## config.mk

```make
export PLATFORM = sky130hd
export DESIGN_NAME = cache_line_axi_bridge
export DESIGN_NICKNAME = d
export VERILOG_FILES = /design/src/rtl/cache_axi_pkg.sv /design/src/rtl/cache_axi_wr_channel.sv /design/src/rtl/cache_line_axi_bridge.sv
export SDC_FILE = /design/constraint.sdc
export NUM_CORES = 1
export LEC_CHECK = 0
export CAP_MARGIN = 10
export CORE_AREA = 2 2 201 203
export DETAILED_ROUTE_END_ITERATION = 16
export DIE_AREA = 0 0 203 205
export PLACE_DENSITY = 0.68
export SLEW_MARGIN = 25
export SYNTH_ARGS = -nofsm -noshare
export SYNTH_HDL_FRONTEND = slang
export SYNTH_SLANG_ARGS = --single-unit
```

## constraint.sdc

```tcl
create_clock -name i_clk -period 2.5 [get_ports i_clk]
set_input_delay 0.625 -clock i_clk [delete_from_list [all_inputs] [get_ports i_clk]]
set_output_delay 0.625 -clock i_clk [all_outputs]
set_load 0.02 [all_outputs]
```

## src/rtl/cache_axi_pkg.sv

```systemverilog
// Shared types and AXI constants for the cache line <-> AXI4 bridge.
package cache_axi_pkg;

  typedef enum logic [1:0] {
    R_IDLE = 2'd0,
    R_AR   = 2'd1,
    R_DATA = 2'd2,
    R_DONE = 2'd3
  } RdStateType;

  typedef enum logic [1:0] {
    W_IDLE = 2'd0,
    W_AW   = 2'd1,
    W_DATA = 2'd2,
    W_RESP = 2'd3
  } WrStateType;

  localparam logic [1:0] AXI_BURST_INCR = 2'b01;
  localparam logic [2:0] AXI_SIZE_4B    = 3'b010;
  localparam int         LINE_BEATS     = 4;
  localparam logic [7:0] LINE_LEN       = 8'd3;

endpackage

```

## src/rtl/cache_axi_wr_channel.sv

```systemverilog
// Writeback channel: latches a 128-bit line and emits it as one AW + 4-beat W burst,
// then waits for B. Busy flag and line tag feed the top-level read-after-write guard.
//
// state  | meaning
// W_IDLE | ready for a writeback (wr_rdy=1)
// W_AW   | address phase, awvalid held until awready
// W_DATA | four W beats, beat index advances on wvalid&wready
// W_RESP | bready=1, wr_valid pulses with the bvalid handshake
module cache_axi_wr_channel
  import cache_axi_pkg::*;
(
  input  logic         i_clk,
  input  logic         i_resetn,
  input  logic         i_wr_req,
  input  logic [27:0]  i_wr_line,
  input  logic [127:0] i_wr_data,
  output logic         o_wr_rdy,
  output logic         o_wr_valid,
  output logic [31:0]  o_awaddr,
  output logic         o_awvalid,
  input  logic         i_awready,
  output logic [31:0]  o_wdata,
  output logic         o_wlast,
  output logic         o_wvalid,
  input  logic         i_wready,
  input  logic         i_bvalid,
  output logic         o_bready,
  output logic         o_busy,
  output logic [27:0]  o_line_tag
);

  WrStateType   r_state;
  WrStateType   w_state_nxt;
  logic [27:0]  r_line;
  logic [127:0] r_buf;
  logic [1:0]   r_beat;
  logic         w_accept;
  logic         w_beat_done;

  assign o_wr_rdy    = i_resetn && (r_state == W_IDLE);
  assign w_accept    = i_wr_req && o_wr_rdy;
  assign w_beat_done = (r_state == W_DATA) && i_wready;

  always_ff @(posedge i_clk) begin
    if (!i_resetn) begin
      r_state <= W_IDLE;
      r_line  <= '0;
      r_buf   <= '0;
      r_beat  <= '0;
    end else begin
      r_state <= w_state_nxt;
      if (w_accept) begin
        r_line <= i_wr_line;
        r_buf  <= i_wr_data;
        r_beat <= '0;
      end else if (w_beat_done) begin
        r_beat <= r_beat + 2'd1;
      end
    end
  end

  always_comb begin
    w_state_nxt = r_state;
    o_awvalid   = 1'b0;
    o_wvalid    = 1'b0;
    o_bready    = 1'b0;
    o_wr_valid  = 1'b0;
    case (r_state)
      W_IDLE: if (w_accept) w_state_nxt = W_AW;
      W_AW: begin
        o_awvalid = 1'b1;
        if (i_awready) w_state_nxt = W_DATA;
      end
      W_DATA: begin
        o_wvalid = 1'b1;
        if (i_wready && (r_beat == 2'd3)) w_state_nxt = W_RESP;
      end
      W_RESP: begin
        o_bready = 1'b1;
        // wr_valid rides the B handshake so the writer is free the very next cycle
        if (i_bvalid) begin
          o_wr_valid  = 1'b1;
          w_state_nxt = W_IDLE;
        end
      end
      default: w_state_nxt = W_IDLE;
    endcase
  end

  assign o_awaddr   = {r_line, 4'h0};
  assign o_wdata    = r_buf[{r_beat, 5'b0} +: 32];
  assign o_wlast    = (r_state == W_DATA) && (r_beat == 2'd3);
  assign o_busy     = (r_state != W_IDLE);
  assign o_line_tag = r_line;

endmodule

```

## src/rtl/cache_line_axi_bridge.sv

```systemverilog
// Cache line bus slave to AXI4 master: 128-bit refills/writebacks as 4-beat INCR bursts.
// Define RAW_LINE_CHECK_EN to hold off refills of a line whose writeback is still in flight.
//
// state  | meaning
// R_IDLE | ready for a refill (rd_rdy=1)
// R_AR   | address phase, arvalid held until arready
// R_DATA | collect R beats into ret_buf, rlast ends the burst
// R_DONE | ret_valid for one cycle with the assembled line
module cache_line_axi_bridge
  import cache_axi_pkg::*;
#(
  parameter int ID_WIDTH = 4,
  parameter int RD_ID    = 0,
  parameter int WR_ID    = 1
) (
  input  logic                i_clk,
  input  logic                i_resetn,
  input  logic                i_rd_req,
  input  logic [31:0]         i_rd_addr,
  output logic                o_rd_rdy,
  output logic                o_ret_valid,
  output logic [127:0]        o_ret_data,
  input  logic                i_wr_req,
  input  logic [31:0]         i_wr_addr,
  input  logic [127:0]        i_wr_data,
  output logic                o_wr_rdy,
  output logic                o_wr_valid,
  output logic [ID_WIDTH-1:0] o_arid,
  output logic [31:0]         o_araddr,
  output logic [7:0]          o_arlen,
  output logic [2:0]          o_arsize,
  output logic [1:0]          o_arburst,
  output logic                o_arvalid,
  input  logic                i_arready,
  input  logic [ID_WIDTH-1:0] i_rid,
  input  logic [31:0]         i_rdata,
  input  logic [1:0]          i_rresp,
  input  logic                i_rlast,
  input  logic                i_rvalid,
  output logic                o_rready,
  output logic [ID_WIDTH-1:0] o_awid,
  output logic [31:0]         o_awaddr,
  output logic [7:0]          o_awlen,
  output logic [2:0]          o_awsize,
  output logic [1:0]          o_awburst,
  output logic                o_awvalid,
  input  logic                i_awready,
  output logic [31:0]         o_wdata,
  output logic [3:0]          o_wstrb,
  output logic                o_wlast,
  output logic                o_wvalid,
  input  logic                i_wready,
  input  logic [ID_WIDTH-1:0] i_bid,
  input  logic [1:0]          i_bresp,
  input  logic                i_bvalid,
  output logic                o_bready
);

  RdStateType   r_rd_state;
  RdStateType   w_rd_state_nxt;
  logic [27:0]  r_rd_line;
  logic [127:0] r_ret_buf;
  logic [1:0]   r_rd_beat;
  logic         w_rd_accept;
  logic         w_raw_block;
  logic         w_wr_busy;
  logic [27:0]  w_wr_line;
  logic         w_unused;

  // ids, status and sub-line address bits carry no information for a full-line bridge
  assign w_unused = ^{i_rd_addr[3:0], i_wr_addr[3:0], i_rid, i_rresp, i_bid, i_bresp};

`ifdef RAW_LINE_CHECK_EN
  assign w_raw_block = (w_wr_busy && (i_rd_addr[31:4] == w_wr_line)) ||
                       (i_wr_req && o_wr_rdy && (i_rd_addr[31:4] == i_wr_addr[31:4]));
`else
  logic w_unused_raw;
  assign w_unused_raw = ^{w_wr_busy, w_wr_line};
  assign w_raw_block  = 1'b0;
`endif

  assign o_rd_rdy    = i_resetn && (r_rd_state == R_IDLE) && !w_raw_block;
  assign w_rd_accept = i_rd_req && o_rd_rdy;

  always_ff @(posedge i_clk) begin
    if (!i_resetn) begin
      r_rd_state <= R_IDLE;
      r_rd_line  <= '0;
      r_ret_buf  <= '0;
      r_rd_beat  <= '0;
    end else begin
      r_rd_state <= w_rd_state_nxt;
      if (w_rd_accept) begin
        r_rd_line <= i_rd_addr[31:4];
        r_rd_beat <= '0;
      end else if ((r_rd_state == R_DATA) && i_rvalid) begin
        r_ret_buf[{r_rd_beat, 5'b0} +: 32] <= i_rdata;
        r_rd_beat <= r_rd_beat + 2'd1;
      end
    end
  end

  always_comb begin
    w_rd_state_nxt = r_rd_state;
    o_arvalid      = 1'b0;
    o_rready       = 1'b0;
    o_ret_valid    = 1'b0;
    case (r_rd_state)
      R_IDLE: if (w_rd_accept) w_rd_state_nxt = R_AR;
      R_AR: begin
        o_arvalid = 1'b1;
        if (i_arready) w_rd_state_nxt = R_DATA;
      end
      R_DATA: begin
        o_rready = 1'b1;
        if (i_rvalid && i_rlast) w_rd_state_nxt = R_DONE;
      end
      R_DONE: begin
        o_ret_valid    = 1'b1;
        w_rd_state_nxt = R_IDLE;
      end
      default: w_rd_state_nxt = R_IDLE;
    endcase
  end

  assign o_ret_data = r_ret_buf;
  assign o_arid     = ID_WIDTH'(RD_ID);
  assign o_araddr   = {r_rd_line, 4'h0};
  assign o_arlen    = LINE_LEN;
  assign o_arsize   = AXI_SIZE_4B;
  assign o_arburst  = AXI_BURST_INCR;

  assign o_awid     = ID_WIDTH'(WR_ID);
  assign o_awlen    = LINE_LEN;
  assign o_awsize   = AXI_SIZE_4B;
  assign o_awburst  = AXI_BURST_INCR;
  assign o_wstrb    = 4'hF;

  cache_axi_wr_channel u_wr_channel (
    .i_clk      (i_clk),
    .i_resetn   (i_resetn),
    .i_wr_req   (i_wr_req),
    .i_wr_line  (i_wr_addr[31:4]),
    .i_wr_data  (i_wr_data),
    .o_wr_rdy   (o_wr_rdy),
    .o_wr_valid (o_wr_valid),
    .o_awaddr   (o_awaddr),
    .o_awvalid  (o_awvalid),
    .i_awready  (i_awready),
    .o_wdata    (o_wdata),
    .o_wlast    (o_wlast),
    .o_wvalid   (o_wvalid),
    .i_wready   (i_wready),
    .i_bvalid   (i_bvalid),
    .o_bready   (o_bready),
    .o_busy     (w_wr_busy),
    .o_line_tag (w_wr_line)
  );

endmodule
```

==> flow_summary.json, run 1 <==
{
  "status": "complete, but fails checks",
  "violations": "negative setup slack",
  "slowest_stage": "mux4_2",
  "vdd_ir_drop_max_mv": 0.615,
  "powerDensity_nw_per_um2": 802,
  "std_cell_rows": 73,
  "p_total_mw": 15.6,
  "ys_types": 38,
  "clock_latency_ns": 0.55,
  "synth_warnings": 0,
  "port_buffers": 451,
  "synthSimpleGateAreaFrac": 0.211,
  "path_cells": "buf_12, buf_4, mux4_2, buf_2",
  "synthXorXnorAreaFrac": 0.00130,
  "die_h_um": 205,
  "synth_compound_area_frac": 0.0873,
  "holdBufCountCts": 0,
  "dp_hpwl_um": 31300,
  "period_minus_slack_ns": 2.50,
  "vias": 12100,
  "netlist.area_leader.share": 0.474,
  "worstMarginPinSlew_ns": 0.901,
  "antenna_found_initial": 1,
  "layout_setup_ws_ns": -0.00419,
  "endpoint_kind": "primary output",
  "critPathMaxFanout": 11,
  "syn_area_um2": 13500,
  "rsz0062_at_grt": "yes",
  "hp-start": "u_wr_channel.r_buf[103]",
  "required_ns": 1.88,
  "path_class": "reg -> out",
  "wirelength_um": 44900,
  "synth_mux_area_frac": 0.126,
  "async_reset_ff_frac": 0,
  "grt_start_max_net_pins": 182,
  "clock.fmax_ghz": 0.399,
  "track_usage": 0.205,
  "finalSetupViolations": 1,
  "cts_max_level": 2,
  "numCtsBuffers": 38,
  "r2r-start": "r_rd_beat[0]",
  "yosys_most_used_dff": "dfxtp_1",
  "slew_violations": 0,
  "arrival_ns": 1.88,
  "areaGrowthSynthToFinish_pct": 43.7,
  "ys_ff_latch": 320,
  "cts_sinks": 320,
  "hold_path_end": "u_wr_channel.r_buf[103]",
  "path_buf_inv": 3,
  "hold_path.class": "reg -> reg",
  "instances_no_fill": 2503,
  "grt_remaining_overflow": 0,
  "cts_root_buffer": "clkbuf_16",
  "first_iter_violations": 593,
  "routabilityCongestion": 0.808,
  "stdcell_area_um2": 19400,
  "drt_pass1_iterations": 6,
  "maxCapViolCount": 0,
  "place_area_um2": 18200,
  "synth_edf_count": 0,
  "dp_cells": 2425,
  "antenna_left": 0,
  "crit_family": "multiplexers",
  "avgViaCountPerCell": 4.83,
  "fillers": 3717,
  "rrSetupSlack_ns": 0.19,
  "hold_violations": 0,
  "io_pins": 518,
  "synthAdderAreaFrac": 0.0148,
  "die_x_um": 203,
  "path_depth": 4,
  "relSlewSlack": 0.399,
  "slowest_delay_ns": 0.49,
  "core-area_um2": 39400,
  "synth.avg_cell_area_um2": 8.75,
  "skew_ns": 0.0249,
  "final.period_utilization": 1.00,
  "synth_cells": 1545,
  "start_kind": "register",
  "cts.clk_slew.worst_paths_ns": 0.06,
  "ctsLongestPathBuffers": 3,
  "hold-worst-slack_ns": 0.444,
  "synthTopCellsByArea": "dfxtp_1, nand2_1, mux2i_1, mux4_2, nand3_1",
  "fin_util": 0.494,
  "wl_per_cell_um": 17.9,
  "leakage_nw": 7.29,
  "rr_worst_depth": 6,
  "drive_above_1_share": 0.0951,
  "grt_pass1_vias": 11700,
  "grt_pass1_wl_um": 66900,
  "start_util": 0.344,
  "die_area_um2": 41600,
  "cts_tree": "yes",
  "min_path_cells": 2,
  "num-nets-final": 2211,
  "drcViolationCount": 0,
  "ys_seq_area_frac": 0.474,
  "yosys.area.top_type": "dfxtp_1",
  "worstReg2RegEnd": "o_ret_data[95]",
  "synth_top_family_by_area": "simple AND/OR/NAND/NOR gates"
}
## kinds of logic (layout without fill, tap and decap cells)
kind of cell    count (synthesis)  in the layout
other cells                     2             48
fa+ha+maj                      16             16
simple gates                  659            659
flops                         320            320
mux                           130            130
xor+xnor                        2              2
buf+inv                       186            573
compound gates                230            230
## tightest hold or removal path, stage by stage (launching register included)
cell	delay (ns)
dfxtp_1	0.30
nand2_1	0.05
o21ai_1	0.05
## synth_stat cells (2+ instances only)
cell / number
nor2_1: 2
dfxtp_1: 320
nand4_1: 33
mux2i_1: 98
and2_1: 4
clkbuf_1: 60
buf_4: 55
nor2b_1: 2
mux4_2: 32
o21ai_1: 82
conb_1: 2
nand2b_1: 3
nor4b_4: 2
ha_1: 16
and3_1: 3
nand2_1: 474
buf_2: 41
buf_6: 14
inv_1: 7
a21oi_1: 35
nand3_1: 127
buf_12: 6
buf_1: 3
a31o_2: 2
nor3b_2: 3
o21ai_0: 107
## routing by layer
layer | vias up | global-route usage | routed length [µm]
li1 | 5905 | - | -
met1 | 5691 | 0.252 | 18700
met2 | 451 | 0.339 | 21200
met3 | 55 | 0.0651 | 3970
met4 | 0 | 0.0725 | 1030
met5 | - | 0 | 0
## cell usage in the layout (no fill, tap or decap), types with 2 or more instances in the layout
| cell | netlist | routed |
|---|---|---|
| clkinv_2 | 0 | 4 |
| mux4_2 | 32 | 32 |
| buf_2 | 41 | 26 |
| diode_2 | 0 | 2 |
| nor2_1 | 2 | 2 |
| nor3b_4 | 0 | 3 |
| buf_6 | 14 | 11 |
| nor4b_4 | 2 | 2 |
| ha_1 | 16 | 15 |
| and2_1 | 4 | 4 |
| nand2b_1 | 3 | 3 |
| dlygate4sd2_1 | 0 | 6 |
| inv_6 | 0 | 2 |
| a31o_2 | 2 | 2 |
| inv_1 | 7 | 7 |
| nand2_1 | 474 | 474 |
| o21ai_1 | 82 | 82 |
| a21oi_1 | 35 | 35 |
| nand4_1 | 33 | 33 |
| buf_12 | 6 | 14 |
| clkbuf_8 | 0 | 10 |
| mux2i_1 | 98 | 98 |
| clkbuf_16 | 0 | 39 |
| dfxtp_1 | 320 | 318 |
| conb_1 | 2 | 46 |
| o21ai_0 | 107 | 107 |
| nand3_1 | 127 | 127 |
| buf_4 | 55 | 29 |
| clkbuf_1 | 60 | 10 |
| nor2b_1 | 2 | 2 |
| clkdlybuf4s50_1 | 0 | 411 |
## flip-flops by register name (all words and copies together) (netlist names)
| register | flops |
|---|---|
| o_ret_data | 128 |
| u_wr_channel.r_buf | 128 |
| r_rd_line | 28 |
| u_wr_channel.o_line_tag | 28 |
| r_rd_beat | 2 |
| r_rd_state | 2 |
| u_wr_channel.r_beat | 2 |
| u_wr_channel.r_state | 2 |
## how the worst max path moves through the flow
stage / endpoint / startpoint
6_report: o_wdata[30] / u_wr_channel.r_beat[0]
3_3_place_gp: o_wr_valid / i_bvalid
2_1_floorplan: o_rd_rdy / i_resetn
3_5_place_dp: o_wr_valid / i_bvalid
5_1_grt: o_wdata[13] / u_wr_channel.r_beat[0]
4_1_cts: o_wdata[25] / u_wr_channel.r_beat[0]
## timing repair
action	in CTS	in global routing
endpoints found under the hold margin	0	0
resized for setup	149	10
pin swaps	0	0
setup endpoints to repair	38	16
buffers inserted	8	1
gates cloned	0	0
## per-stage QoR
step	setup WS, ns	TNS, ns
5_1_grt	-0.0672	-0.437
3_5_place_dp	0.0454	0
2_1_floorplan	0.365	0
6_report	-0.00419	-0.00419
4_1_cts	-0.0911	-0.381
3_3_place_gp	0.0544	0
## cell type report
cell class	instances	area, µm²	area share
Inverter	7	26.3	0.00135
Sequential cell	320	6410	0.330
Antenna cell	2	5.00	0.000258
Tap cell	525	657	0.0338
Timing Repair Buffer	499	4950	0.255
Clock inverter	8	76.3	0.00393
Clock buffer	59	1150	0.0592
Multi-Input combinational cell	1083	6160	0.317
## where the power goes
| part | leakage (nW) | internal (mW) | switching, mW |
|---|---|---|---|
| logic | 4.07 | 1.75 | 2.19 |
| clock network | 0.607 | 3.27 | 2.18 |
| registers | 2.61 | 5.81 | 0.375 |
| total | 7.29 | 10.8 | 4.74 |
Note: power is estimated with default switching activity, not from simulation.
==> run 2, diff against run 1 <==
Settings changed: GPL_TIMING_DRIVEN set to 0.
==> run 2 against run 1 <==
Compared with the run above:
- the run still ends with negative setup slack left
- register-to-register slack better by 0.03 ns
- clock-buffer cell count shrank 1
- critical path depth grew 1
- combinational power up 13%
- die area unchanged
- first-iteration DRC count rose by 34%
- sequential share of layout area shrank 1.6 points
- via count increased by 8.7%
- worst setup slack worse by 0.072 ns
- largest cell class unchanged
==> flow_summary.json, run 2 (synthesis gave the netlist of run 1 again) <==
{
  "cts.clk_slew.worst_paths_ns": 0.06,
  "track_usage": 0.254,
  "vias": 13200,
  "antenna_found_initial": 1,
  "p_int_mw": 11.0,
  "switchingPower_mw": 5.09,
  "cts_tree": "yes",
  "leakage_nw": 7.82,
  "slew_violations": 0,
  "arrival_ns": 1.95,
  "num-nets-final": 2355,
  "startpoint": "u_wr_channel.r_beat[0]",
  "numCtsBuffers": 37,
  "clock.fmax_ghz": 0.388,
  "r2r-start": "r_rd_beat[0]",
  "required_ns": 1.88,
  "maxCapViolCount": 0,
  "worstMarginPinSlew_ns": 0.856,
  "die_x_um": 203,
  "dp_hpwl_um": 41300,
  "drt_pass1_iterations": 5,
  "power_frac_clock": 0.339,
  "worstReg2RegEnd": "o_ret_data[99]",
  "areaGrowthSynthToFinish_pct": 50.8,
  "stdcell_area_um2": 20400,
  "std_cell_rows": 73,
  "final.period_utilization": 1.03,
  "antenna_left": 0,
  "hold_path.class": "reg -> reg",
  "powerDensity_nw_per_um2": 791,
  "start_kind": "register",
  "drive_above_1_share": 0.127,
  "final_common_cell": "nand2_1",
  "core-area_um2": 39400,
  "wirelength_um": 54400,
  "grt_remaining_overflow": 0,
  "place_area_um2": 18900,
  "relSlewSlack": 0.429,
  "path_class": "reg -> out",
  "grt_pass1_wl_um": 80300,
  "vdd_ir_drop_max_mv": 0.550,
  "status": "complete, but fails checks",
  "grt_start_max_net_pins": 14,
  "critPathMaxFanout": 8,
  "period_minus_slack_ns": 2.58,
  "pwr-share-seq": 0.385,
  "p_sw_frac": 0.315,
  "path_depth": 5,
  "cts_sinks": 320,
  "slowest_stage": "mux4_2",
  "rr_worst_depth": 7,
  "slowest_delay_ns": 0.50,
  "grt_pass1_vias": 13300,
  "crit_path_end": "o_wdata[22]",
  "routabilityCongestion": 0.927,
  "drcViolationCount": 0,
  "path_cells": "buf_12, buf_12, buf_12, mux4_2, buf_6",
  "ctsLongestPathBuffers": 3,
  "clock_latency_ns": 0.55,
  "cts_max_level": 2,
  "port_buffers": 451,
  "path_buf_inv": 4,
  "rrSetupSlack_ns": 0.22,
  "start_util": 0.344,
  "cts_root_buffer": "clkbuf_16",
  "avgViaCountPerCell": 4.97,
  "layout_setup_ws_ns": -0.0761,
  "io_pins": 518,
  "finalSetupViolations": 18,
  "layout_common_cells": "nand2_1, clkdlybuf4s50_1, dfxtp_1",
  "first_iter_violations": 793,
  "holdBufCountCts": 0,
  "crit_family": "buffers and inverters",
  "skew_ns": 0.0279,
  "rsz0062_at_grt": "yes",
  "die_h_um": 205,
  "worst_path_most_repeated_cell": "buf_12",
  "endpoint_kind": "primary output",
  "wl_per_cell_um": 20.6,
  "die_area_um2": 41600,
  "violations": "negative setup slack",
  "hold_violations": 0,
  "combPwrFrac": 0.276,
  "fin_tns_setup_ns": -0.430
}
## run 2: cell count changes in the layout (fill, tap and decap cells not counted), moves of 3 or more
cell	before	now
buf_12	14	11
nor3b_4	3	0
buf_2	26	35
clkbuf_1	10	69
nor3b_2	0	3
buf_4	29	64
buf_6	11	50
## run 2: layout make-up
| type | instances | area, µm² |
|---|---|---|
| clock inverters | 8 | 96.3 |
| diodes | 1 | 2.50 |
| repair buffers | 465 | 4720 |
| plain buffers | 179 | 1250 |
| well taps | 525 | 657 |
| multi-input cells | 1083 | 6130 |
| fillers | 3605 | 19000 |
| flip-flops and latches | 320 | 6410 |
| inverters | 7 | 26.3 |
| clock buffers | 58 | 1110 |
## run 2: repair_timing
item | CTS | global route
gates cloned | 2 | 1
endpoints found under the setup margin | 39 | 44
gates resized for setup | 221 | 38
buffers inserted | 7 | 5
pin swaps | 0 | 1
## run 2: through the flow
step / util / hold slack, ns / total power, mW / cells / worst slack, ns
floorplan: - / 0.425 / 8.58 / 1589 / 0.365
global placement: 0.479 / 0.433 / 10.5 / 2565 / -1.49
detailed placement: 0.479 / 0.438 / 10.6 / 2565 / -1.45
CTS: 0.514 / 0.446 / 16.1 / 2640 / -0.137
global route: 0.518 / 0.465 / 16.8 / 2646 / -0.126
finish: 0.518 / 0.447 / 16.1 / 2646 / -0.0761
## run 2: metal layers
| metal | vias up | track usage | routed length, µm |
|---|---|---|---|
| met5 | - | 0 | 0 |
| met4 | 0 | 0.0938 | 1640 |
| met3 | 89 | 0.0735 | 5340 |
| met2 | 619 | 0.447 | 26500 |
| met1 | 6222 | 0.292 | 20900 |
| li1 | 6226 | - | - |
## run 2: how the worst min path moves through the flow
stage,endpoint,cells past startpoint,start
3_3_place_gp,u_wr_channel.r_buf[94],2,u_wr_channel.r_buf[94]
4_1_cts,u_wr_channel.r_buf[71],2,u_wr_channel.r_buf[71]
6_report,u_wr_channel.r_buf[65],2,u_wr_channel.r_buf[65]
3_5_place_dp,u_wr_channel.r_buf[71],2,u_wr_channel.r_buf[71]
2_1_floorplan,u_wr_channel.r_buf[64],2,u_wr_channel.r_buf[64]
5_1_grt,u_wr_channel.r_buf[86],2,u_wr_channel.r_buf[86]
## run 2: worst reg2reg max path, cell delays in order, from the launching register on
cell and delay (ns):
dfxtp_1 0.55, inv_1 0.19, ha_1 0.32, buf_2 0.18
nor3b_2 0.31, buf_2 0.30, nand4_1 0.18, a21oi_1 0.18
## run 2: power groups by stage
stage               logic [mW]  registers (mW)  clock network [mW]
global route              4.77            6.28                5.75
detailed placement        4.30            6.30                   0
finish                    4.45            6.21                5.47
CTS                       4.38            6.20                5.55
global placement          4.24            6.26                   0
floorplan                 2.10            6.48                   0
